$ cat src/rtl/axi_rd_mux_pkg.sv
// Shared types and AXI encodings for the N-channel AXI3 read multiplexer.
// Imported by the interface, the arbiter and the top level.
package axi_rd_mux_pkg;

  localparam logic [1:0] AXI_BURST_INCR = 2'b01;
  localparam logic [1:0] AXI_BURST_WRAP = 2'b10;

  localparam logic [3:0] AXI_CACHE_ALL  = 4'b1111;
  localparam logic [3:0] AXI_CACHE_NONE = 4'b0000;

  typedef struct packed {
    logic [31:0] addr;
    logic [7:0]  len;
    logic [2:0]  size;
    logic        wrap;
    logic        cached;
  } rd_ch_req_t;

  typedef enum logic [0:0] {
    StIdle,
    StIssue
  } ar_state_e;

  function automatic logic [1:0] burst_of(input logic wrap);
    return wrap ? AXI_BURST_WRAP : AXI_BURST_INCR;
  endfunction

  function automatic logic [3:0] cache_of(input logic cached);
    return cached ? AXI_CACHE_ALL : AXI_CACHE_NONE;
  endfunction

endpackage

$ cat src/rtl/axi_rd_mux_if.sv
// AXI3 read address and read data channels.
// The master modport is the multiplexer side; slave is the interconnect side.
interface axi_rd_mux_if #(
  parameter int unsigned ID_W = 4
);

  logic [ID_W-1:0] arid;
  logic [31:0]     araddr;
  logic [7:0]      arlen;
  logic [2:0]      arsize;
  logic [1:0]      arburst;
  logic [1:0]      arlock;
  logic [3:0]      arcache;
  logic [2:0]      arprot;
  logic            arvalid;
  logic            arready;

  logic [ID_W-1:0] rid;
  logic [31:0]     rdata;
  logic [1:0]      rresp;
  logic            rlast;
  logic            rvalid;
  logic            rready;

  modport master (
    output arid, araddr, arlen, arsize, arburst, arlock, arcache, arprot, arvalid,
    input  arready,
    input  rid, rdata, rresp, rlast, rvalid,
    output rready
  );

  modport slave (
    input  arid, araddr, arlen, arsize, arburst, arlock, arcache, arprot, arvalid,
    output arready,
    output rid, rdata, rresp, rlast, rvalid,
    input  rready
  );

endinterface

$ cat src/rtl/axi_rd_mux_rr_arbiter.sv
// Combinational round-robin picker: first set request at or after ptr_i,
// wrapping modulo N. Returns a one-hot grant and its index.
module axi_rd_mux_rr_arbiter #(
  parameter int unsigned N = 4
) (
  input  logic [N-1:0]         req_i,
  input  logic [$clog2(N)-1:0] ptr_i,
  output logic [N-1:0]         gnt_o,
  output logic [$clog2(N)-1:0] idx_o
);

  localparam int unsigned IdxW = $clog2(N);

  logic            found;
  logic [IdxW-1:0] cand;

  always_comb begin
    gnt_o = '0;
    idx_o = '0;
    found = 1'b0;
    cand  = '0;
    for (int unsigned i = 0; i < N; i++) begin
      cand = IdxW'((32'(ptr_i) + i) % N);
      if (!found && req_i[cand]) begin
        found       = 1'b1;
        gnt_o[cand] = 1'b1;
        idx_o       = cand;
      end
    end
  end

endmodule

$ cat src/rtl/axi_rd_mux.sv
// N-channel AXI3 read multiplexer: round-robin AR issue with ARID = channel,
// one burst in flight per channel, R beats routed back to their source by RID.
module axi_rd_mux
  import axi_rd_mux_pkg::*;
#(
  parameter int unsigned N_CH            = 4,
  parameter int unsigned ID_W            = 4,
  parameter int unsigned MAX_OUTSTANDING = 4
) (
  input  logic                  i_clk,
  input  logic                  i_rst,
  input  logic [N_CH-1:0]       i_req_valid,
  output logic [N_CH-1:0]       o_req_ready,
  input  logic [N_CH-1:0][31:0] i_req_addr,
  input  logic [N_CH-1:0][7:0]  i_req_len,
  input  logic [N_CH-1:0][2:0]  i_req_size,
  input  logic [N_CH-1:0]       i_req_wrap,
  input  logic [N_CH-1:0]       i_req_cached,
  output logic [N_CH-1:0]       o_resp_valid,
  output logic [31:0]           o_resp_data,
  output logic                  o_resp_last,
  output logic                  o_resp_err,
  output logic                  o_proto_err,
  axi_rd_mux_if.master          axi
);

  localparam int unsigned IdxW = $clog2(N_CH);
  localparam int unsigned OutW = $clog2(MAX_OUTSTANDING + 1);

  ar_state_e       state_q;
  logic [IdxW-1:0] grant_q, rr_ptr_q;
  logic            arvalid_q;
  logic [ID_W-1:0] arid_q;
  logic [31:0]     araddr_q;
  logic [7:0]      arlen_q;
  logic [2:0]      arsize_q;
  logic [1:0]      arburst_q;
  logic [3:0]      arcache_q;

  logic [N_CH-1:0] busy_q, busy_d;
  logic [OutW-1:0] outstanding_q, outstanding_d;

  logic            room;
  logic [N_CH-1:0] elig, arb_gnt, rid_onehot;
  logic [IdxW-1:0] arb_idx, rid_idx, next_ptr;
  rd_ch_req_t      sel_req;
  logic            ar_hs, beat_fire, rid_in_range, beat_ok, last_ok;

  assign axi.arvalid = arvalid_q;
  assign axi.arid    = arid_q;
  assign axi.araddr  = araddr_q;
  assign axi.arlen   = arlen_q;
  assign axi.arsize  = arsize_q;
  assign axi.arburst = arburst_q;
  assign axi.arcache = arcache_q;
  assign axi.arlock  = 2'b00;
  assign axi.arprot  = 3'b000;
  // No backpressure: beats are always accepted outside reset.
  assign axi.rready  = ~i_rst;

  assign room = 32'(outstanding_q) < MAX_OUTSTANDING;
  assign elig = i_req_valid & ~busy_q & {N_CH{room}};

  axi_rd_mux_rr_arbiter #(
    .N (N_CH)
  ) u_arb (
    .req_i (elig),
    .ptr_i (rr_ptr_q),
    .gnt_o (arb_gnt),
    .idx_o (arb_idx)
  );

  always_comb begin
    sel_req.addr   = i_req_addr[arb_idx];
    sel_req.len    = i_req_len[arb_idx];
    sel_req.size   = i_req_size[arb_idx];
    sel_req.wrap   = i_req_wrap[arb_idx];
    sel_req.cached = i_req_cached[arb_idx];
  end

  assign ar_hs    = arvalid_q && axi.arready;
  assign next_ptr = (grant_q == IdxW'(N_CH - 1)) ? '0 : grant_q + 1'b1;

  always_comb begin
    o_req_ready = '0;
    if (ar_hs) o_req_ready[grant_q] = 1'b1;
  end

  // AR issue FSM; payload is frozen while waiting for arready.
  always_ff @(posedge i_clk) begin
    if (i_rst) begin
      state_q   <= StIdle;
      grant_q   <= '0;
      rr_ptr_q  <= '0;
      arvalid_q <= 1'b0;
      arid_q    <= '0;
      araddr_q  <= '0;
      arlen_q   <= '0;
      arsize_q  <= '0;
      arburst_q <= '0;
      arcache_q <= '0;
    end else begin
      case (state_q)
        StIdle: begin
          if (|arb_gnt) begin
            grant_q   <= arb_idx;
            arid_q    <= ID_W'(arb_idx);
            araddr_q  <= sel_req.addr;
            arlen_q   <= sel_req.len;
            arsize_q  <= sel_req.size;
            arburst_q <= burst_of(sel_req.wrap);
            arcache_q <= cache_of(sel_req.cached);
            arvalid_q <= 1'b1;
            state_q   <= StIssue;
          end
        end
        StIssue: begin
          if (axi.arready) begin
            arvalid_q <= 1'b0;
            rr_ptr_q  <= next_ptr;
            state_q   <= StIdle;
          end
        end
        default: state_q <= StIdle;
      endcase
    end
  end

  assign beat_fire    = axi.rvalid && axi.rready;
  assign rid_in_range = 32'(axi.rid) < N_CH;
  assign rid_idx      = axi.rid[IdxW-1:0];
  assign beat_ok      = beat_fire && rid_in_range && busy_q[rid_idx];
  assign last_ok      = beat_ok && axi.rlast;

  always_comb begin
    rid_onehot          = '0;
    rid_onehot[rid_idx] = 1'b1;
  end

  // A retiring channel is never the one being granted, so both edits are independent.
  always_comb begin
    busy_d = busy_q;
    if (last_ok) busy_d[rid_idx] = 1'b0;
    if (ar_hs)   busy_d[grant_q] = 1'b1;
    outstanding_d = outstanding_q;
    if (ar_hs && !last_ok)      outstanding_d = outstanding_q + OutW'(1);
    else if (!ar_hs && last_ok) outstanding_d = outstanding_q - OutW'(1);
  end

  always_ff @(posedge i_clk) begin
    if (i_rst) begin
      busy_q        <= '0;
      outstanding_q <= '0;
    end else begin
      busy_q        <= busy_d;
      outstanding_q <= outstanding_d;
    end
  end

  always_ff @(posedge i_clk) begin
    if (i_rst) begin
      o_resp_valid <= '0;
      o_resp_data  <= '0;
      o_resp_last  <= 1'b0;
      o_resp_err   <= 1'b0;
      o_proto_err  <= 1'b0;
    end else begin
      o_resp_valid <= '0;
      o_resp_last  <= 1'b0;
      o_resp_err   <= 1'b0;
      if (beat_ok) begin
        o_resp_valid <= rid_onehot;
        o_resp_data  <= axi.rdata;
        o_resp_last  <= axi.rlast;
        o_resp_err   <= (axi.rresp != 2'b00);
      end
      if (beat_fire && !beat_ok) o_proto_err <= 1'b1;
    end
  end

endmodule

$ cat src/flat_wrapper.sv
// flat-port wrapper written by rule: the top's interface ports become plain ports
module axi_rd_mux_flat import axi_rd_mux_pkg::*;
#(
  parameter int unsigned N_CH            = 4,
  parameter int unsigned ID_W            = 4,
  parameter int unsigned MAX_OUTSTANDING = 4
)
  (i_clk, i_rst, i_req_valid, o_req_ready, i_req_addr, i_req_len, i_req_size, i_req_wrap, i_req_cached, o_resp_valid, o_resp_data, o_resp_last, o_resp_err, o_proto_err, axi_arid, axi_araddr, axi_arlen, axi_arsize, axi_arburst, axi_arlock, axi_arcache, axi_arprot, axi_arvalid, axi_arready, axi_rid, axi_rdata, axi_rresp, axi_rlast, axi_rvalid, axi_rready);
  axi_rd_mux_if #(.ID_W(ID_W)) axi_i ();
  input  logic i_clk;
  input  logic i_rst;
  input  logic [N_CH-1:0] i_req_valid;
  output logic [N_CH-1:0] o_req_ready;
  input  logic [N_CH-1:0][31:0] i_req_addr;
  input  logic [N_CH-1:0][7:0] i_req_len;
  input  logic [N_CH-1:0][2:0] i_req_size;
  input  logic [N_CH-1:0] i_req_wrap;
  input  logic [N_CH-1:0] i_req_cached;
  output logic [N_CH-1:0] o_resp_valid;
  output logic [31:0] o_resp_data;
  output logic o_resp_last;
  output logic o_resp_err;
  output logic o_proto_err;
  output wire logic [$bits(axi_i.arid)-1:0] axi_arid;
  output wire logic [$bits(axi_i.araddr)-1:0] axi_araddr;
  output wire logic [$bits(axi_i.arlen)-1:0] axi_arlen;
  output wire logic [$bits(axi_i.arsize)-1:0] axi_arsize;
  output wire logic [$bits(axi_i.arburst)-1:0] axi_arburst;
  output wire logic [$bits(axi_i.arlock)-1:0] axi_arlock;
  output wire logic [$bits(axi_i.arcache)-1:0] axi_arcache;
  output wire logic [$bits(axi_i.arprot)-1:0] axi_arprot;
  output wire logic [$bits(axi_i.arvalid)-1:0] axi_arvalid;
  input wire logic [$bits(axi_i.arready)-1:0] axi_arready;
  input wire logic [$bits(axi_i.rid)-1:0] axi_rid;
  input wire logic [$bits(axi_i.rdata)-1:0] axi_rdata;
  input wire logic [$bits(axi_i.rresp)-1:0] axi_rresp;
  input wire logic [$bits(axi_i.rlast)-1:0] axi_rlast;
  input wire logic [$bits(axi_i.rvalid)-1:0] axi_rvalid;
  output wire logic [$bits(axi_i.rready)-1:0] axi_rready;
  assign axi_arid = axi_i.arid;
  assign axi_araddr = axi_i.araddr;
  assign axi_arlen = axi_i.arlen;
  assign axi_arsize = axi_i.arsize;
  assign axi_arburst = axi_i.arburst;
  assign axi_arlock = axi_i.arlock;
  assign axi_arcache = axi_i.arcache;
  assign axi_arprot = axi_i.arprot;
  assign axi_arvalid = axi_i.arvalid;
  assign axi_i.arready = axi_arready;
  assign axi_i.rid = axi_rid;
  assign axi_i.rdata = axi_rdata;
  assign axi_i.rresp = axi_rresp;
  assign axi_i.rlast = axi_rlast;
  assign axi_i.rvalid = axi_rvalid;
  assign axi_rready = axi_i.rready;
  axi_rd_mux #(.N_CH(N_CH), .ID_W(ID_W), .MAX_OUTSTANDING(MAX_OUTSTANDING)) u_core (.i_clk(i_clk), .i_rst(i_rst), .i_req_valid(i_req_valid), .o_req_ready(o_req_ready), .i_req_addr(i_req_addr), .i_req_len(i_req_len), .i_req_size(i_req_size), .i_req_wrap(i_req_wrap), .i_req_cached(i_req_cached), .o_resp_valid(o_resp_valid), .o_resp_data(o_resp_data), .o_resp_last(o_resp_last), .o_resp_err(o_resp_err), .o_proto_err(o_proto_err), .axi(axi_i));
endmodule
$ cat config.mk
export PLATFORM = sky130hd
export DESIGN_NAME = axi_rd_mux_flat
export DESIGN_NICKNAME = d
export VERILOG_FILES = /design/src/rtl/axi_rd_mux_pkg.sv /design/src/rtl/axi_rd_mux_if.sv /design/src/rtl/axi_rd_mux_rr_arbiter.sv /design/src/rtl/axi_rd_mux.sv /design/src/flat_wrapper.sv
export SDC_FILE = /design/constraint.sdc
export NUM_CORES = 1
export LEC_CHECK = 0
export ABC_AREA = 1
export CORE_AREA = 2 2 130 132
export CTS_BUF_LIST = sky130_fd_sc_hd__clkbuf_8
export CTS_CLUSTER_DIAMETER = 100
export CTS_CLUSTER_SIZE = 24
export DETAILED_ROUTE_END_ITERATION = 8
export DIE_AREA = 0 0 132 134
export GPL_TIMING_DRIVEN = 0
export PLACE_DENSITY = 0.89
export SETUP_SLACK_MARGIN = 0.15
export SYNTH_ARGS = -nofsm -noshare
export SYNTH_HDL_FRONTEND = slang
export SYNTH_SLANG_ARGS = --single-unit
$ cat constraint.sdc
create_clock -name i_clk -period 2.7 [get_ports i_clk]
set_clock_uncertainty 0.1 [all_clocks]
set_input_delay 0.54 -clock i_clk [delete_from_list [all_inputs] [get_ports i_clk]]
set_output_delay 0.54 -clock i_clk [all_outputs]
set_load 0.01 [all_outputs]
==> qor.txt <==
Initial Util = 0.378
Via count = 7633
Worst R2R Start = u_core.rr_ptr_q[1]$_SDFFE_PP0P_
Antenna Nets Post-Route = 0
DR DRC count = 0
Post-synth top area cell = dfxtp_1
Largest cells by area after synthesis = dfxtp_1, nand2_1, nand3_1
# hold bufs at CTS = 0
Vias per std cell = 4.86
Num rows = 47
Max Freq = 404 MHz
CP Buf/Inv Count = 6
Asr flop ratio synth = 0
Max VDD drop = 547 uV
DRT Wirelength = 24200 um
Final setup violation count = 0
Drt wl/cell = 15.4 um
Post-synthesis cell area = 6150 um^2
Pin count of the biggest net entering global routing = 18
Crit path max-delay family = simple AND/OR/NAND/NOR gates
Max stage delay on crit path = 0.39 ns
Crit path arrival time = 2.66 ns
Crit-path cells = clkinvlp_4, ha_4, inv_4, nand3_4, nand2_4, inv_2, nand2_1, nand2_4, buf_4, nand2_2, buf_4, nand3b_1, nand3_1, nand3_1, nand2_1, inv_1
Placed cell areas = 9670 um^2
Power Dens Cells = 1070 nW/um^2
Top cell type's share of synthesized area = 0.319
Max H-tree Level = 3
Num CTS Buffers = 9
Antenna violations before repair = 1
Tot Pwr = 0.0112 W
Worst slew margin = 0.565
Worst hold-check path type = reg2reg
Vias in the first global route = 7390
Sink Count = 98
Cell area after layout = 10500 um^2
Min Tclk post-route = 2.47 ns
Ys flop type = dfxtp_1
Core Area = 16300 um^2
Placer congestion estimate = 0.900
Fin util = 0.646
Io pins = 330
CP Launch Point = u_core.rr_ptr_q[1]$_SDFFE_PP0P_
Syn avg cell area = 6.26 um^2
Outcome = finished, final reports clean
First-pass GRT wire length = 37000 um
Hold WS = 0.388 ns
Synth unique cells = 36
Top-count cell post-synth = nand2_1
Worst-path clk slew = 0.10 ns
Required @ worst endpoint = 2.88 ns
# diodes = 0
Sequential share of the synthesized area = 0.319
Setup slack on the worst flop-to-flop path = 0.23 ns
Total die area = 17700 um^2
Top post-synthesis cells by count = nand2_1, nand3_1, nor2_1
Leakage = 5.00 nW
Port Buffers = 321
Critical-path top delay cell = dfxtp_4
RSZ-0062 raised after global routing = true
Post-synth EDFFs = 0
CTS root buf = clkbuf_8
P&R area growth vs syn = 71.1%
Die Ht = 134 um
Crit start category = flop
Clock latency at the later pin of the worst-skew pair = 0.37 ns
DRT iter0 DRCs = 469
Overall Global Routing Usage = 0.260
Crit Path Category = reg2reg
DRT Pass-1 Iters = 6
CP endpoint kind = flop
Final period utilization = 0.916
Detailed placement HPWL = 18200 um
Clk buf depth = 2
DIE WIDTH = 132 um
GRT overflow = 0
Layout cells sized above 1 = 0.107
MaxCap Viol Count = 0
Fin. Hold Viols = 0
Crit-path max FO = 10
Worst Tran Pin Value = 0.652 ns
Hold Path Origin = u_core.o_resp_data[30]$_SDFFE_PP0P_
CTS tree = yes
Count of pins over their slew limit = 0
Layout Nets = 1585
Yosys warning count = 0
Yosys reg bits = 98
Mapped Cells = 983
-- logic make-up (layout without fill, tap and decap cells) --
family          Yosys count  after routing  share of synthesized area
compound gates           59             59                     0.0500
fa+ha+maj                14             14                     0.0297
flops                    98             98                      0.319
simple gates            607            610                      0.456
buf+inv                 204            561                      0.145
other cells               1              7                   0.000609
-- layout by cell type (no fill, tap or decap), types with 3 or more instances in the layout --
master / Yosys / final
inv_1: 127 / 124
o21ai_0: 42 / 40
nor2_1: 141 / 141
buf_4: 17 / 44
o21ai_1: 1 / 3
nand2_8: 0 / 6
nand3b_1: 58 / 58
dfxtp_1: 98 / 96
conb_1: 1 / 7
nand3_2: 2 / 5
clkbuf_16: 0 / 3
dlygate4sd2_1: 0 / 3
clkdlybuf4s50_1: 0 / 315
nand2_4: 3 / 5
nand2_1: 226 / 219
buf_1: 9 / 4
dlymetal6s2s_1: 0 / 3
ha_1: 13 / 12
clkbuf_8: 0 / 9
buf_6: 2 / 12
buf_12: 0 / 5
bufinv_16: 0 / 3
nand3_1: 155 / 151
buf_2: 23 / 7
nand2_2: 13 / 15
clkbuf_2: 0 / 5
clkbuf_1: 19 / 10
inv_2: 3 / 3
a21oi_1: 11 / 10
-- repair_timing --
item                                    4_1_cts  5_1_grt
gates resized for setup                      55       74
gates cloned                                  1        5
pin swaps                                     4       14
endpoints found under the setup margin       53       53
setup buffers                                 3       14
-- metal layers --
| layer | global-route usage | vias up | wire length [um] |
|---|---|---|---|
| met2 | 0.466 | 345 | 11900 |
| li1 | - | 3781 | - |
| met3 | 0.0888 | 50 | 2210 |
| met1 | 0.286 | 3455 | 9290 |
| met4 | 0.0966 | 2 | 781 |
| met5 | 0 | - | 13 |
-- worst register-to-register path, cell delays in order (launching register included) --
cell and delay [ns]:
dfxtp_4 0.39, clkinvlp_4 0.16, ha_4 0.30, inv_4 0.08, nand3_4 0.09, nand2_4 0.11
inv_2 0.06, nand2_1 0.10, nand2_4 0.10, buf_4 0.15, nand2_2 0.15, buf_4 0.21
nand3b_1 0.09, nand3_1 0.10, nand3_1 0.09, nand2_1 0.07, inv_1 0.04
-- area by class of cell --
class | instances | area (um^2)
fillers | 1436 | 5760
multi-input cells | 690 | 3520
repair buffers | 341 | 3450
flip-flops and latches | 98 | 1970
plain buffers | 71 | 537
inverters | 133 | 534
well taps | 220 | 275
clock buffers | 9 | 124
clock inverters | 7 | 124
-- state kept, by name (all words and copies together), names as in the netlist, 2 cells and up --
signal	cells
u_core.axi.arlen	8
u_core.o_resp_valid	4
u_core.axi.arburst	2
u_core.grant_q	2
u_core.outstanding_q	3
u_core.rr_ptr_q	2
u_core.o_resp_data	32
u_core.busy_q	4
u_core.axi.arsize	3
u_core.axi.araddr	32
-- worst paths after layout --
kind / endpoint / cells past startpoint
worst max-delay path: u_core.axi.arlen[6]$_SDFFE_PP0P_ / 16
worst min register to register: u_core.o_resp_data[30]$_SDFFE_PP0P_ / 2
worst max register to register: u_core.axi.arlen[6]$_SDFFE_PP0P_ / 16
worst min-delay path: u_core.o_resp_data[30]$_SDFFE_PP0P_ / 2
-- through the flow --
step,setup slack [ns],std cells,setup TNS (ns)
after floorplan,0.266,989,0
after global placement,-0.473,1530,-9.50
after detailed placement,-0.568,1530,-12.25
after CTS,0.136,1550,0
after global routing,0.118,1569,0
final,0.226,1569,0
-- where the power goes --
part | total (W) | internal [W] | switching, W
clock | 0.00120 | 0.000626 | 0.000571
sequential | 0.00194 | 0.00175 | 0.000183
combinational | 0.00811 | 0.00359 | 0.00452
Note: power is estimated with default switching activity, not from simulation.
